[src/rtl/pipeline_hazard_ctrl_if.sv]
// Hazard-control signal bundle between the ID-stage pipeline (master) and
// pipeline_hazard_ctrl (slave).
interface pipeline_hazard_ctrl_if #(
  parameter int REG_AW = 5
);
  logic [REG_AW-1:0] ifid_rs;
  logic [REG_AW-1:0] ifid_rt;
  logic              ifid_mc_start;
  logic [REG_AW-1:0] ifid_mc_dst;
  logic              idex_memread;
  logic [REG_AW-1:0] idex_rt;
  logic              pcsrc;
  logic              pc_write;
  logic              ifid_write;
  logic              bubble_idex;
  logic              flush_ifid;
  logic              flush_exmem;
  logic              mc_busy;
  logic              mc_done;
  logic [REG_AW-1:0] mc_dst;

  modport master (
    output ifid_rs, ifid_rt, ifid_mc_start, ifid_mc_dst,
           idex_memread, idex_rt, pcsrc,
    input  pc_write, ifid_write, bubble_idex, flush_ifid, flush_exmem,
           mc_busy, mc_done, mc_dst
  );

  modport slave (
    input  ifid_rs, ifid_rt, ifid_mc_start, ifid_mc_dst,
           idex_memread, idex_rt, pcsrc,
    output pc_write, ifid_write, bubble_idex, flush_ifid, flush_exmem,
           mc_busy, mc_done, mc_dst
  );
endinterface

[src/rtl/pipeline_hazard_ctrl.sv]
// ID-stage stall/flush controller with an optional multi-cycle unit scoreboard.
// Define HAZARD_MC_EN to enable the multi-cycle tracking; otherwise load-use + flush only.
//
//   state | meaning
//   IDLE  | multi-cycle unit free, may accept an op from ID
//   RUN   | op in flight, cnt counts 1..MC_LAT
module pipeline_hazard_ctrl #(
  parameter int REG_AW = 5,
  parameter int MC_LAT = 4
) (
  input logic                  clock,
  input logic                  reset,
  pipeline_hazard_ctrl_if.slave hz
);

  logic load_use;
  logic stall;

  assign load_use = hz.idex_memread && (hz.idex_rt != '0) &&
                    ((hz.idex_rt == hz.ifid_rs) || (hz.idex_rt == hz.ifid_rt));

`ifdef HAZARD_MC_EN
  typedef enum logic {IDLE, RUN} state_t;

  localparam int CW = $clog2(MC_LAT + 1);
  localparam logic [CW-1:0] LAT_C = CW'(MC_LAT);
  localparam logic [CW-1:0] ONE_C = CW'(1);

  state_t            state_q, state_d;
  logic [CW-1:0]     cnt_q, cnt_d;
  logic [REG_AW-1:0] dst_q, dst_d;
  logic              run;
  logic              mc_raw;
  logic              mc_struct;
  logic              accept;
  logic              cancel;
  logic              done;

  assign run       = (state_q == RUN);
  assign mc_raw    = run && (dst_q != '0) &&
                     ((dst_q == hz.ifid_rs) || (dst_q == hz.ifid_rt) ||
                      (hz.ifid_mc_start && (dst_q == hz.ifid_mc_dst)));
  assign mc_struct = run && hz.ifid_mc_start;
  assign stall     = (load_use || mc_raw || mc_struct) && !hz.pcsrc;
  assign accept    = !run && hz.ifid_mc_start && !stall && !hz.pcsrc;
  // On the first RUN cycle the resolving branch is older than the op.
  assign cancel    = run && hz.pcsrc && (cnt_q == ONE_C);
  assign done      = run && (cnt_q == LAT_C) && !cancel;

  always_comb begin
    state_d = state_q;
    cnt_d   = cnt_q;
    dst_d   = dst_q;
    case (state_q)
      IDLE: begin
        if (accept) begin
          state_d = RUN;
          cnt_d   = ONE_C;
          dst_d   = hz.ifid_mc_dst;
        end
      end
      RUN: begin
        if (cancel || (cnt_q == LAT_C)) begin
          state_d = IDLE;
          cnt_d   = '0;
        end else begin
          cnt_d = cnt_q + ONE_C;
        end
      end
      default: begin
        state_d = IDLE;
        cnt_d   = '0;
      end
    endcase
  end

  always_ff @(posedge clock or posedge reset) begin
    if (reset) begin
      state_q <= IDLE;
      cnt_q   <= '0;
      dst_q   <= '0;
    end else begin
      state_q <= state_d;
      cnt_q   <= cnt_d;
      dst_q   <= dst_d;
    end
  end

  assign hz.mc_busy = run;
  assign hz.mc_done = done;
  assign hz.mc_dst  = dst_q;
`else
  logic unused_mc;

  assign unused_mc  = ^{clock, reset, hz.ifid_mc_start, hz.ifid_mc_dst};
  assign stall      = load_use && !hz.pcsrc;
  assign hz.mc_busy = 1'b0;
  assign hz.mc_done = 1'b0;
  assign hz.mc_dst  = '0;
`endif

  // A taken branch overrides any stall: everything younger is squashed.
  assign hz.pc_write    = hz.pcsrc || !stall;
  assign hz.ifid_write  = hz.pcsrc || !stall;
  assign hz.bubble_idex = hz.pcsrc || stall;
  assign hz.flush_ifid  = hz.pcsrc;
  assign hz.flush_exmem = hz.pcsrc;

endmodule

[src/flat_wrapper.sv]
// flat-port wrapper written by rule: the top's interface ports become plain ports
module pipeline_hazard_ctrl_flat 
#(
  parameter int REG_AW = 5,
  parameter int MC_LAT = 4
)
  (clock, reset, hz_ifid_rs, hz_ifid_rt, hz_ifid_mc_start, hz_ifid_mc_dst, hz_idex_memread, hz_idex_rt, hz_pcsrc, hz_pc_write, hz_ifid_write, hz_bubble_idex, hz_flush_ifid, hz_flush_exmem, hz_mc_busy, hz_mc_done, hz_mc_dst);
  pipeline_hazard_ctrl_if #(.REG_AW(REG_AW)) hz_i ();
  input logic clock;
  input logic reset;
  input wire logic [$bits(hz_i.ifid_rs)-1:0] hz_ifid_rs;
  input wire logic [$bits(hz_i.ifid_rt)-1:0] hz_ifid_rt;
  input wire logic [$bits(hz_i.ifid_mc_start)-1:0] hz_ifid_mc_start;
  input wire logic [$bits(hz_i.ifid_mc_dst)-1:0] hz_ifid_mc_dst;
  input wire logic [$bits(hz_i.idex_memread)-1:0] hz_idex_memread;
  input wire logic [$bits(hz_i.idex_rt)-1:0] hz_idex_rt;
  input wire logic [$bits(hz_i.pcsrc)-1:0] hz_pcsrc;
  output wire logic [$bits(hz_i.pc_write)-1:0] hz_pc_write;
  output wire logic [$bits(hz_i.ifid_write)-1:0] hz_ifid_write;
  output wire logic [$bits(hz_i.bubble_idex)-1:0] hz_bubble_idex;
  output wire logic [$bits(hz_i.flush_ifid)-1:0] hz_flush_ifid;
  output wire logic [$bits(hz_i.flush_exmem)-1:0] hz_flush_exmem;
  output wire logic [$bits(hz_i.mc_busy)-1:0] hz_mc_busy;
  output wire logic [$bits(hz_i.mc_done)-1:0] hz_mc_done;
  output wire logic [$bits(hz_i.mc_dst)-1:0] hz_mc_dst;
  assign hz_i.ifid_rs = hz_ifid_rs;
  assign hz_i.ifid_rt = hz_ifid_rt;
  assign hz_i.ifid_mc_start = hz_ifid_mc_start;
  assign hz_i.ifid_mc_dst = hz_ifid_mc_dst;
  assign hz_i.idex_memread = hz_idex_memread;
  assign hz_i.idex_rt = hz_idex_rt;
  assign hz_i.pcsrc = hz_pcsrc;
  assign hz_pc_write = hz_i.pc_write;
  assign hz_ifid_write = hz_i.ifid_write;
  assign hz_bubble_idex = hz_i.bubble_idex;
  assign hz_flush_ifid = hz_i.flush_ifid;
  assign hz_flush_exmem = hz_i.flush_exmem;
  assign hz_mc_busy = hz_i.mc_busy;
  assign hz_mc_done = hz_i.mc_done;
  assign hz_mc_dst = hz_i.mc_dst;
  pipeline_hazard_ctrl #(.REG_AW(REG_AW), .MC_LAT(MC_LAT)) u_core (.clock(clock), .reset(reset), .hz(hz_i));
endmodule
[config.mk]
export PLATFORM = sky130hd
export DESIGN_NAME = pipeline_hazard_ctrl_flat
export DESIGN_NICKNAME = d
export VERILOG_FILES = /design/src/rtl/pipeline_hazard_ctrl_if.sv /design/src/rtl/pipeline_hazard_ctrl.sv /design/src/flat_wrapper.sv
export SDC_FILE = /design/constraint.sdc
export NUM_CORES = 1
export LEC_CHECK = 0
export BUFFER_PORTS_ARGS = -buffer_cell sky130_fd_sc_hd__buf_4
export CORE_AREA = 2 2 39 41
export DETAILED_ROUTE_END_ITERATION = 8
export DIE_AREA = 0 0 41 43
export GPL_TIMING_DRIVEN = 1
export PLACE_DENSITY = 0.57
export RECOVER_POWER = 50
export SETUP_SLACK_MARGIN = 0.5
export SLEW_MARGIN = 10
export SYNTH_ARGS = -nofsm -noshare
export SYNTH_HDL_FRONTEND = slang
export SYNTH_SLANG_ARGS = --single-unit
export TNS_END_PERCENT = 100
[constraint.sdc]
create_clock -name vclk -period 3.8
set_input_delay 0.76 -clock vclk [all_inputs]
set_output_delay 0.76 -clock vclk [all_outputs]
set_load 0.01 [all_outputs]
==> run_summary.xml, run 1 <==
<?xml version="1.0" encoding="UTF-8"?>
<metrics>
  <group name="run_status">
    <metric name="outcome" unit="">finished, final reports clean</metric>
  </group>
  <group name="synth">
    <metric name="ys.warnings.count" unit="">0</metric>
    <metric name="synth_commonest_cells" unit="">buf_4 (10), xor2_1 (10), nor2_1 (2)</metric>
    <metric name="yosys-top-cells-area" unit="">xor2_1 (38%), buf_4 (33%), or4_4 (4.9%)</metric>
    <metric name="synth_top_cell_by_area" unit="">xor2_1</metric>
    <metric name="seq_area_frac_synth" unit="">0</metric>
    <metric name="avgSynthCellArea" unit="um^2">7.67</metric>
    <metric name="synth_cell_types" unit="">11</metric>
    <metric name="proportion_of_netlist_area_held_by_the_largest_area_contributor" unit="">0.380</metric>
    <metric name="synthesis.area" unit="um^2">230</metric>
    <metric name="synthCells" unit="">30</metric>
  </group>
  <group name="floorplanning">
    <metric name="ports" unit="">37</metric>
    <metric name="initial_core_util" unit="">0.166</metric>
    <metric name="core" unit="um^2">1380</metric>
    <metric name="fp.dieArea" unit="um^2">1760</metric>
    <metric name="placementRows" unit="">14</metric>
    <metric name="die_w" unit="um">41</metric>
    <metric name="die-height" unit="um">43</metric>
  </group>
  <group name="critical_path">
    <metric name="endpoint" unit="">hz_ifid_write</metric>
    <metric name="startpoint_type" unit="">input pin</metric>
    <metric name="arrival" unit="ns">1.82</metric>
    <metric name="cp_data_required_time" unit="ns">3.04</metric>
    <metric name="critical_path.endpoint_type" unit="">primary output</metric>
    <metric name="path_max_fanout" unit="">3</metric>
    <metric name="startpoint_to_endpoint_class_of_the_critical_path" unit="">input pin to primary output</metric>
    <metric name="worst_setup_path_startpoint" unit="">hz_idex_rt[3]</metric>
  </group>
  <group name="detailed_routing">
    <metric name="num_vias" unit="">222</metric>
    <metric name="viasPerCell" unit="">3.47</metric>
    <metric name="drt.antenna.violating_nets" unit="">0</metric>
    <metric name="routedWlPerCell" unit="um">7.67</metric>
    <metric name="first_iter_violations" unit="">0</metric>
    <metric name="drt_wl_total" unit="um">491</metric>
    <metric name="dr.pass1.iters" unit="">1</metric>
    <metric name="detailed_route_drc_error_count" unit="">0</metric>
  </group>
  <group name="placement">
    <metric name="place_inst" unit="">64</metric>
    <metric name="gpl.final_weighted_congestion" unit="">0.590</metric>
    <metric name="place_worst_setup_slack" unit="ns">1.19</metric>
    <metric name="numPortBuffers" unit="">22</metric>
    <metric name="place_hpwl" unit="um">483</metric>
  </group>
  <group name="global_routing">
    <metric name="grt_usage" unit="">0.0529</metric>
    <metric name="first_pass_grt_wire_length" unit="um">696</metric>
    <metric name="number_of_antenna_violations_at_the_first_check_in_global_routing" unit="">0</metric>
    <metric name="grt-ovfl-total" unit="">0</metric>
    <metric name="grt_pass1_vias" unit="">194</metric>
    <metric name="grt_max_degree" unit="">5</metric>
  </group>
  <group name="flow_run">
    <metric name="maxCapViolations" unit="">0</metric>
  </group>
  <group name="layout">
    <metric name="regArea" unit="um^2">0</metric>
    <metric name="synthToLayoutAreaGrowth" unit="%">54.3</metric>
    <metric name="nets" unit="">75</metric>
    <metric name="layout.clock_buffers" unit="">0</metric>
    <metric name="fin_cells" unit="">64</metric>
    <metric name="nFlopsAndLatches" unit="">0</metric>
    <metric name="fraction_of_layout_cells_with_a_size_suffix_above_1" unit="">0.479</metric>
    <metric name="diodes" unit="">0</metric>
  </group>
  <group name="clock_network">
    <metric name="cts.repair_timing.setup_buffer_count" unit="">0</metric>
    <metric name="hold_buffers" unit="">0</metric>
    <metric name="cts-resized-gates" unit="">0</metric>
  </group>
  <group name="power_and_ir_drop">
    <metric name="total_leakage_power" unit="uW">0.000177</metric>
    <metric name="irDropWorstVdd" unit="mV">0.0186</metric>
    <metric name="power.density" unit="nW/um^2">100</metric>
  </group>
  <group name="hold_path">
    <metric name="tightest_hold_check_type" unit="">input pin to primary output</metric>
  </group>
  <group name="timing">
    <metric name="min_period_over_period" unit="">0.678</metric>
    <metric name="final-max-slew-violation-count" unit="">0</metric>
    <metric name="timing.hold.ws" unit="ns">1.75</metric>
    <metric name="post-route-worst-setup-slack" unit="ns">1.22</metric>
    <metric name="fin_setup_tns" unit="ns">0</metric>
    <metric name="setup_viol" unit="">0</metric>
    <metric name="period_minus_slack" unit="ns">2.58</metric>
    <metric name="unrepaired_setup_endpoints_after_global_routing" unit="">no</metric>
    <metric name="hold_violations" unit="">0</metric>
    <metric name="fmax" unit="MHz">388</metric>
  </group>
</metrics>
==> cells in the final DEF, fill, tap and decap left out <==
master	instances
o21ai_2	1
or3_1	1
xor2_1	10
or4_4	1
o21bai_1	1
nor3_1	1
conb_1	7
clkbuf_1	2
buf_4	20
nor3_2	1
a22oi_1	1
nor2_1	2
==> where the power goes <==
part / switching, uW / total [uW] / internal, uW
combinational: 15.9 / 35.6 / 19.7
sequential: 0 / 0 / 0
clock: 0 / 0 / 0
total: 15.9 / 35.6 / 19.7
==> critical path, stage by stage <==
cell and delay [ns]:
buf_4 0.13, xor2_1 0.16, nor3_2 0.16, a22oi_1 0.11, or3_1 0.34, buf_4 0.16
==> how the worst min path moves through the flow <==
stage | startpoint | depth (start not counted) | to | slack, ns
6_report | hz_pcsrc | 2 | hz_flush_exmem | 1.75
5_1_grt | hz_pcsrc | 2 | hz_flush_ifid | 1.77
4_1_cts | hz_pcsrc | 2 | hz_flush_exmem | 1.72
3_5_place_dp | hz_pcsrc | 2 | hz_flush_exmem | 1.72
3_3_place_gp | hz_pcsrc | 2 | hz_flush_exmem | 1.72
2_1_floorplan | hz_pcsrc | 1 | hz_flush_exmem | 1.61
==> kinds of logic after synthesis <==
kind of cell | share of synthesized area
compound gates | 0.103
other cells | 0.0163
simple gates | 0.174
xor+xnor | 0.380
buf+inv | 0.326
==> routing by layer <==
| layer | track usage | share of wire |
|---|---|---|
| met4 | 0 | 0 |
| met3 | 0.0105 | 0.11 |
| met2 | 0.113 | 0.61 |
| met1 | 0.0475 | 0.28 |
| met5 | 0 | 0 |
==> area by class of cell <==
type                       count  area, um^2
timing repair buffer          22         158
tap                           16        20.0
fill                         165        1030
multi-input combinational     26         178
==> through the flow <==
stage          instance area, um^2   util  total power [uW]
3_3_place_gp                   363  0.262              36.8
3_5_place_dp                   363  0.262              37.1
2_1_floorplan                  253      -              22.7
4_1_cts                        363  0.262              37.1
6_report                       355  0.257              35.6
5_1_grt                        355  0.257              39.7
No activity file was read; power rests on OpenSTA's default activity.
==> run 2, diff against run 1 <==
clock period = 2.6 ns   (was 3.8 ns; I/O delays follow)
==> run_summary.xml, run 2 (synthesis gave the netlist of run 1 again) <==
<?xml version="1.0" encoding="UTF-8"?>
<metrics>
  <group name="power_and_ir_drop">
    <metric name="power.density" unit="nW/um^2">149</metric>
    <metric name="sequentialPowerShare" unit="">0</metric>
    <metric name="internal_power" unit="uW">36.6</metric>
    <metric name="total_leakage_power" unit="uW">0.000203</metric>
    <metric name="total_power" unit="uW">64.2</metric>
    <metric name="pwr-share-comb" unit="">1.000</metric>
    <metric name="share_clk_of_total_power" unit="">0</metric>
    <metric name="irDropWorstVdd" unit="mV">0.0295</metric>
    <metric name="switching_power" unit="uW">27.6</metric>
    <metric name="power.share.switching" unit="">0.430</metric>
  </group>
  <group name="timing">
    <metric name="min_period_over_period" unit="">0.800</metric>
    <metric name="fmax" unit="MHz">481</metric>
    <metric name="hold_violations" unit="">0</metric>
    <metric name="unrepaired_setup_endpoints_after_global_routing" unit="">yes</metric>
    <metric name="setup_viol" unit="">0</metric>
    <metric name="fin_setup_tns" unit="ns">0</metric>
    <metric name="final-max-slew-violation-count" unit="">0</metric>
    <metric name="period_minus_slack" unit="ns">2.08</metric>
  </group>
  <group name="placement">
    <metric name="place_inst" unit="">64</metric>
    <metric name="gpl.final_weighted_congestion" unit="">0.590</metric>
    <metric name="place_hpwl" unit="um">483</metric>
    <metric name="numPortBuffers" unit="">22</metric>
  </group>
  <group name="critical_path">
    <metric name="worst_setup_path_startpoint" unit="">hz_ifid_rt[3]</metric>
    <metric name="buffer_and_inverter_count_on_the_worst_path" unit="">4</metric>
    <metric name="critical_path.endpoint_type" unit="">primary output</metric>
    <metric name="path_max_fanout" unit="">2</metric>
    <metric name="critical-path-top-delay-family" unit="">buffers and inverters</metric>
    <metric name="startpoint_type" unit="">input pin</metric>
    <metric name="critPathMaxStageDelay" unit="ns">0.18</metric>
    <metric name="endpoint" unit="">hz_bubble_idex</metric>
    <metric name="path_cells" unit="">buf_6, xor2_2, nor3_2, a22oi_2, buf_4, buf_6, o21bai_1, buf_4</metric>
    <metric name="cp_data_required_time" unit="ns">2.08</metric>
    <metric name="startpoint_to_endpoint_class_of_the_critical_path" unit="">input pin to primary output</metric>
    <metric name="critical-path-slowest-cell" unit="">nor3_2</metric>
    <metric name="cp.depth" unit="">8</metric>
    <metric name="arrival" unit="ns">1.56</metric>
  </group>
  <group name="layout">
    <metric name="most_frequent_cells_in_the_layout" unit="">buf_4 (14), xor2_1 (8), buf_6 (8), conb_1 (7)</metric>
    <metric name="synthToLayoutAreaGrowth" unit="%">87.0</metric>
    <metric name="finish.utilization" unit="">0.311</metric>
    <metric name="fraction_of_layout_cells_with_a_size_suffix_above_1" unit="">0.600</metric>
    <metric name="regArea" unit="um^2">0</metric>
    <metric name="diodes" unit="">0</metric>
    <metric name="final_common_cell" unit="">buf_4</metric>
    <metric name="fin_cells" unit="">66</metric>
    <metric name="nets" unit="">77</metric>
    <metric name="nFlopsAndLatches" unit="">0</metric>
    <metric name="layout.clock_buffers" unit="">0</metric>
  </group>
  <group name="detailed_routing">
    <metric name="detailed_route_drc_error_count" unit="">0</metric>
    <metric name="first_iter_violations" unit="">0</metric>
    <metric name="viasPerCell" unit="">3.52</metric>
    <metric name="drt.antenna.violating_nets" unit="">0</metric>
    <metric name="routedWlPerCell" unit="um">8.35</metric>
    <metric name="dr.pass1.iters" unit="">1</metric>
    <metric name="num_vias" unit="">232</metric>
    <metric name="drt_wl_total" unit="um">551</metric>
  </group>
  <group name="floorplanning">
    <metric name="initial_core_util" unit="">0.166</metric>
    <metric name="ports" unit="">37</metric>
    <metric name="die_w" unit="um">41</metric>
    <metric name="die-height" unit="um">43</metric>
    <metric name="fp.dieArea" unit="um^2">1760</metric>
    <metric name="placementRows" unit="">14</metric>
    <metric name="core" unit="um^2">1380</metric>
  </group>
  <group name="global_routing">
    <metric name="first_pass_grt_wire_length" unit="um">752</metric>
    <metric name="number_of_antenna_violations_at_the_first_check_in_global_routing" unit="">0</metric>
    <metric name="grt_max_degree" unit="">5</metric>
    <metric name="grt_usage" unit="">0.0570</metric>
    <metric name="grt-ovfl-total" unit="">0</metric>
    <metric name="grt_pass1_vias" unit="">217</metric>
  </group>
  <group name="run_status">
    <metric name="outcome" unit="">finished, final reports clean</metric>
  </group>
  <group name="flow_run">
    <metric name="maxCapViolations" unit="">0</metric>
  </group>
  <group name="hold_path">
    <metric name="tightest_hold_check_type" unit="">input pin to primary output</metric>
  </group>
</metrics>
-- run 2: worst min-delay path by stage --
| stage | start | endpoint | cells past startpoint |
|---|---|---|---|
| 2_1_floorplan | hz_pcsrc | hz_flush_exmem | 1 |
| 3_3_place_gp | hz_pcsrc | hz_flush_exmem | 2 |
| 3_5_place_dp | hz_pcsrc | hz_flush_exmem | 2 |
| 4_1_cts | hz_pcsrc | hz_flush_exmem | 2 |
| 5_1_grt | hz_pcsrc | hz_flush_exmem | 2 |
| 6_report | hz_pcsrc | hz_flush_exmem | 2 |
-- run 2: final cells by class --
class / instances / area (um^2)
well taps: 16 / 20.0
multi-input cells: 26 / 208
fillers: 152 / 953
repair buffers: 24 / 203
-- run 2: stage by stage --
step	hold WS (ns)	worst slack (ns)	instance area, um^2
6_report	1.27	0.520	430
5_1_grt	1.29	0.439	430
4_1_cts	1.25	0.474	419
3_5_place_dp	1.24	0.471	363
3_3_place_gp	1.24	0.484	363
2_1_floorplan	1.13	0.616	253
-- run 2: layer usage --
layer,up-vias,track usage,wire (um)
li1,122,-,-
met1,99,0.0540,144
met2,11,0.119,345
met3,0,0.0105,61
met4,0,0,0
met5,-,0,0
-- run 2: power by group through the flow --
| stage | registers [uW] | clock network, uW | logic (uW) |
|---|---|---|---|
| after global placement | 0 | 0 | 53.7 |
| final | 0 | 0 | 64.2 |
| after global routing | 0 | 0 | 70.3 |
| after CTS | 0 | 0 | 63.0 |
| after floorplan | 0 | 0 | 33.2 |
| after detailed placement | 0 | 0 | 54.2 |
-- run 2: what timing repair did --
| item | CTS | global route |
|---|---|---|
| cloned | 0 | 0 |
| setup endpoints to repair | 2 | 3 |
| gates resized for setup | 9 | 4 |
| hold buffers | 0 | 0 |
| pin swaps | 7 | 5 |
| buffers inserted | 2 | 0 |
==> run 3, diff against run 2 <==
clock period = 2 ns   (was 2.6 ns; I/O delays follow)
==> run_summary.xml, run 3 (synthesis gave the netlist of run 1 again) <==
<?xml version="1.0" encoding="UTF-8"?>
<metrics>
  <group name="placement">
    <metric name="gpl.final_weighted_congestion" unit="">0.674</metric>
    <metric name="numPortBuffers" unit="">22</metric>
  </group>
  <group name="timing">
    <metric name="fin_setup_tns" unit="ns">0</metric>
    <metric name="min_period_over_period" unit="">0.925</metric>
    <metric name="setup_viol" unit="">0</metric>
    <metric name="fmax" unit="MHz">541</metric>
    <metric name="hold_violations" unit="">0</metric>
    <metric name="period_minus_slack" unit="ns">1.85</metric>
    <metric name="unrepaired_setup_endpoints_after_global_routing" unit="">yes</metric>
    <metric name="final-max-slew-violation-count" unit="">0</metric>
  </group>
  <group name="critical_path">
    <metric name="arrival" unit="ns">1.45</metric>
    <metric name="critical-path-slowest-cell" unit="">or3_4</metric>
    <metric name="startpoint_type" unit="">input pin</metric>
    <metric name="path_cells" unit="">buf_8, xor2_2, nor3_2, a22oi_2, or3_4, buf_4</metric>
    <metric name="startpoint_to_endpoint_class_of_the_critical_path" unit="">input pin to primary output</metric>
    <metric name="critPathMaxStageDelay" unit="ns">0.34</metric>
    <metric name="critical_path.endpoint_type" unit="">primary output</metric>
    <metric name="critical-path-top-delay-family" unit="">simple AND/OR/NAND/NOR gates</metric>
    <metric name="buffer_and_inverter_count_on_the_worst_path" unit="">2</metric>
    <metric name="cp_data_required_time" unit="ns">1.60</metric>
    <metric name="path_max_fanout" unit="">3</metric>
    <metric name="cp.depth" unit="">6</metric>
  </group>
  <group name="power_and_ir_drop">
    <metric name="total_power" unit="uW">79.2</metric>
    <metric name="total_leakage_power" unit="uW">0.000193</metric>
    <metric name="power.density" unit="nW/um^2">194</metric>
    <metric name="irDropWorstVdd" unit="mV">0.0519</metric>
  </group>
  <group name="floorplanning">
    <metric name="die-height" unit="um">43</metric>
    <metric name="fp.dieArea" unit="um^2">1760</metric>
    <metric name="placementRows" unit="">14</metric>
    <metric name="die_w" unit="um">41</metric>
    <metric name="initial_core_util" unit="">0.166</metric>
    <metric name="ports" unit="">37</metric>
    <metric name="core" unit="um^2">1380</metric>
  </group>
  <group name="detailed_routing">
    <metric name="detailed_route_drc_error_count" unit="">0</metric>
    <metric name="dr.pass1.iters" unit="">1</metric>
    <metric name="viasPerCell" unit="">3.47</metric>
    <metric name="drt.antenna.violating_nets" unit="">0</metric>
    <metric name="routedWlPerCell" unit="um">7.88</metric>
    <metric name="drt_wl_total" unit="um">504</metric>
    <metric name="first_iter_violations" unit="">0</metric>
    <metric name="num_vias" unit="">222</metric>
  </group>
  <group name="layout">
    <metric name="diodes" unit="">0</metric>
    <metric name="final_common_cell" unit="">buf_4</metric>
    <metric name="layout.clock_buffers" unit="">0</metric>
    <metric name="regArea" unit="um^2">0</metric>
    <metric name="nFillCells" unit="">165</metric>
    <metric name="nets" unit="">75</metric>
    <metric name="nFlopsAndLatches" unit="">0</metric>
    <metric name="most_frequent_cells_in_the_layout" unit="">buf_4 (15), xor2_1 (9), conb_1 (7), buf_8 (3)</metric>
    <metric name="fraction_of_layout_cells_with_a_size_suffix_above_1" unit="">0.563</metric>
    <metric name="synthToLayoutAreaGrowth" unit="%">77.2</metric>
  </group>
  <group name="clock_network">
    <metric name="hold_buffers" unit="">0</metric>
    <metric name="cts.repair_timing.setup_buffer_count" unit="">0</metric>
  </group>
  <group name="global_routing">
    <metric name="first_pass_grt_wire_length" unit="um">738</metric>
    <metric name="grt_usage" unit="">0.0550</metric>
    <metric name="grt-ovfl-total" unit="">0</metric>
    <metric name="grt_pass1_vias" unit="">178</metric>
    <metric name="grt_max_degree" unit="">5</metric>
    <metric name="number_of_antenna_violations_at_the_first_check_in_global_routing" unit="">0</metric>
  </group>
  <group name="hold_path">
    <metric name="hold-path-endpoint" unit="">hz_flush_ifid</metric>
    <metric name="min_from" unit="">hz_pcsrc</metric>
    <metric name="tightest_hold_check_type" unit="">input pin to primary output</metric>
    <metric name="holdPathStages" unit="">2</metric>
  </group>
  <group name="run_status">
    <metric name="outcome" unit="">finished, final reports clean</metric>
  </group>
  <group name="flow_run">
    <metric name="maxCapViolations" unit="">0</metric>
  </group>
</metrics>
## run 3: changes by cell type in the layout (fill, tap and decap cells not counted)
cell,change
buf_4,+1
buf_6,-6
buf_8,+3
xor2_1,+1
xor2_2,-1
## run 3: cell type report
class | count | area [um^2] | share of cell area
multi-input combinational | 26 | 200 | 0.491
timing repair buffer | 22 | 188 | 0.460
tap | 16 | 20.0 | 0.0491
## run 3: through the flow
stage | util | cells | setup slack (ns) | hold WS (ns) | area [um^2]
3_3_place_gp | 0.266 | 64 | 0.128 | 1.01 | 368
6_report | 0.295 | 64 | 0.150 | 1.04 | 408
2_1_floorplan | - | 36 | 0.289 | 0.892 | 258
5_1_grt | 0.295 | 64 | 0.0951 | 1.05 | 408
4_1_cts | 0.282 | 64 | 0.137 | 1.01 | 390
3_5_place_dp | 0.266 | 64 | 0.128 | 1.01 | 368
## run 3: where the power goes
part	internal (uW)	leakage, uW	total, uW	switching (uW)
clock	0	0	0	0
sequential	0	0	0	0
combinational	44.7	0.000193	79.2	34.5
## run 3: per-layer routing
layer  share of wire  vias up  global-route usage
li1                -      116                   -
met1            0.33       95              0.0667
met2            0.57       11               0.106
met3            0.10        0                   0
met4               0        0                   0
met5               0        -                   0
## run 3: worst max path at each step
| stage | start | to | slack (ns) |
|---|---|---|---|
| after global placement | hz_idex_rt[3] | hz_pc_write | 0.13 |
| final | hz_idex_rt[4] | hz_pc_write | 0.15 |
| after detailed placement | hz_idex_rt[3] | hz_pc_write | 0.13 |
| after global routing | hz_idex_rt[4] | hz_pc_write | 0.1 |
| after floorplan | hz_idex_rt[3] | hz_pc_write | 0.29 |
| after CTS | hz_idex_rt[0] | hz_pc_write | 0.14 |
## run 3: timing repair
action | in CTS | in global routing
endpoints found under the setup margin | 3 | 3
resized for setup | 5 | 6
pin swaps | 4 | 4
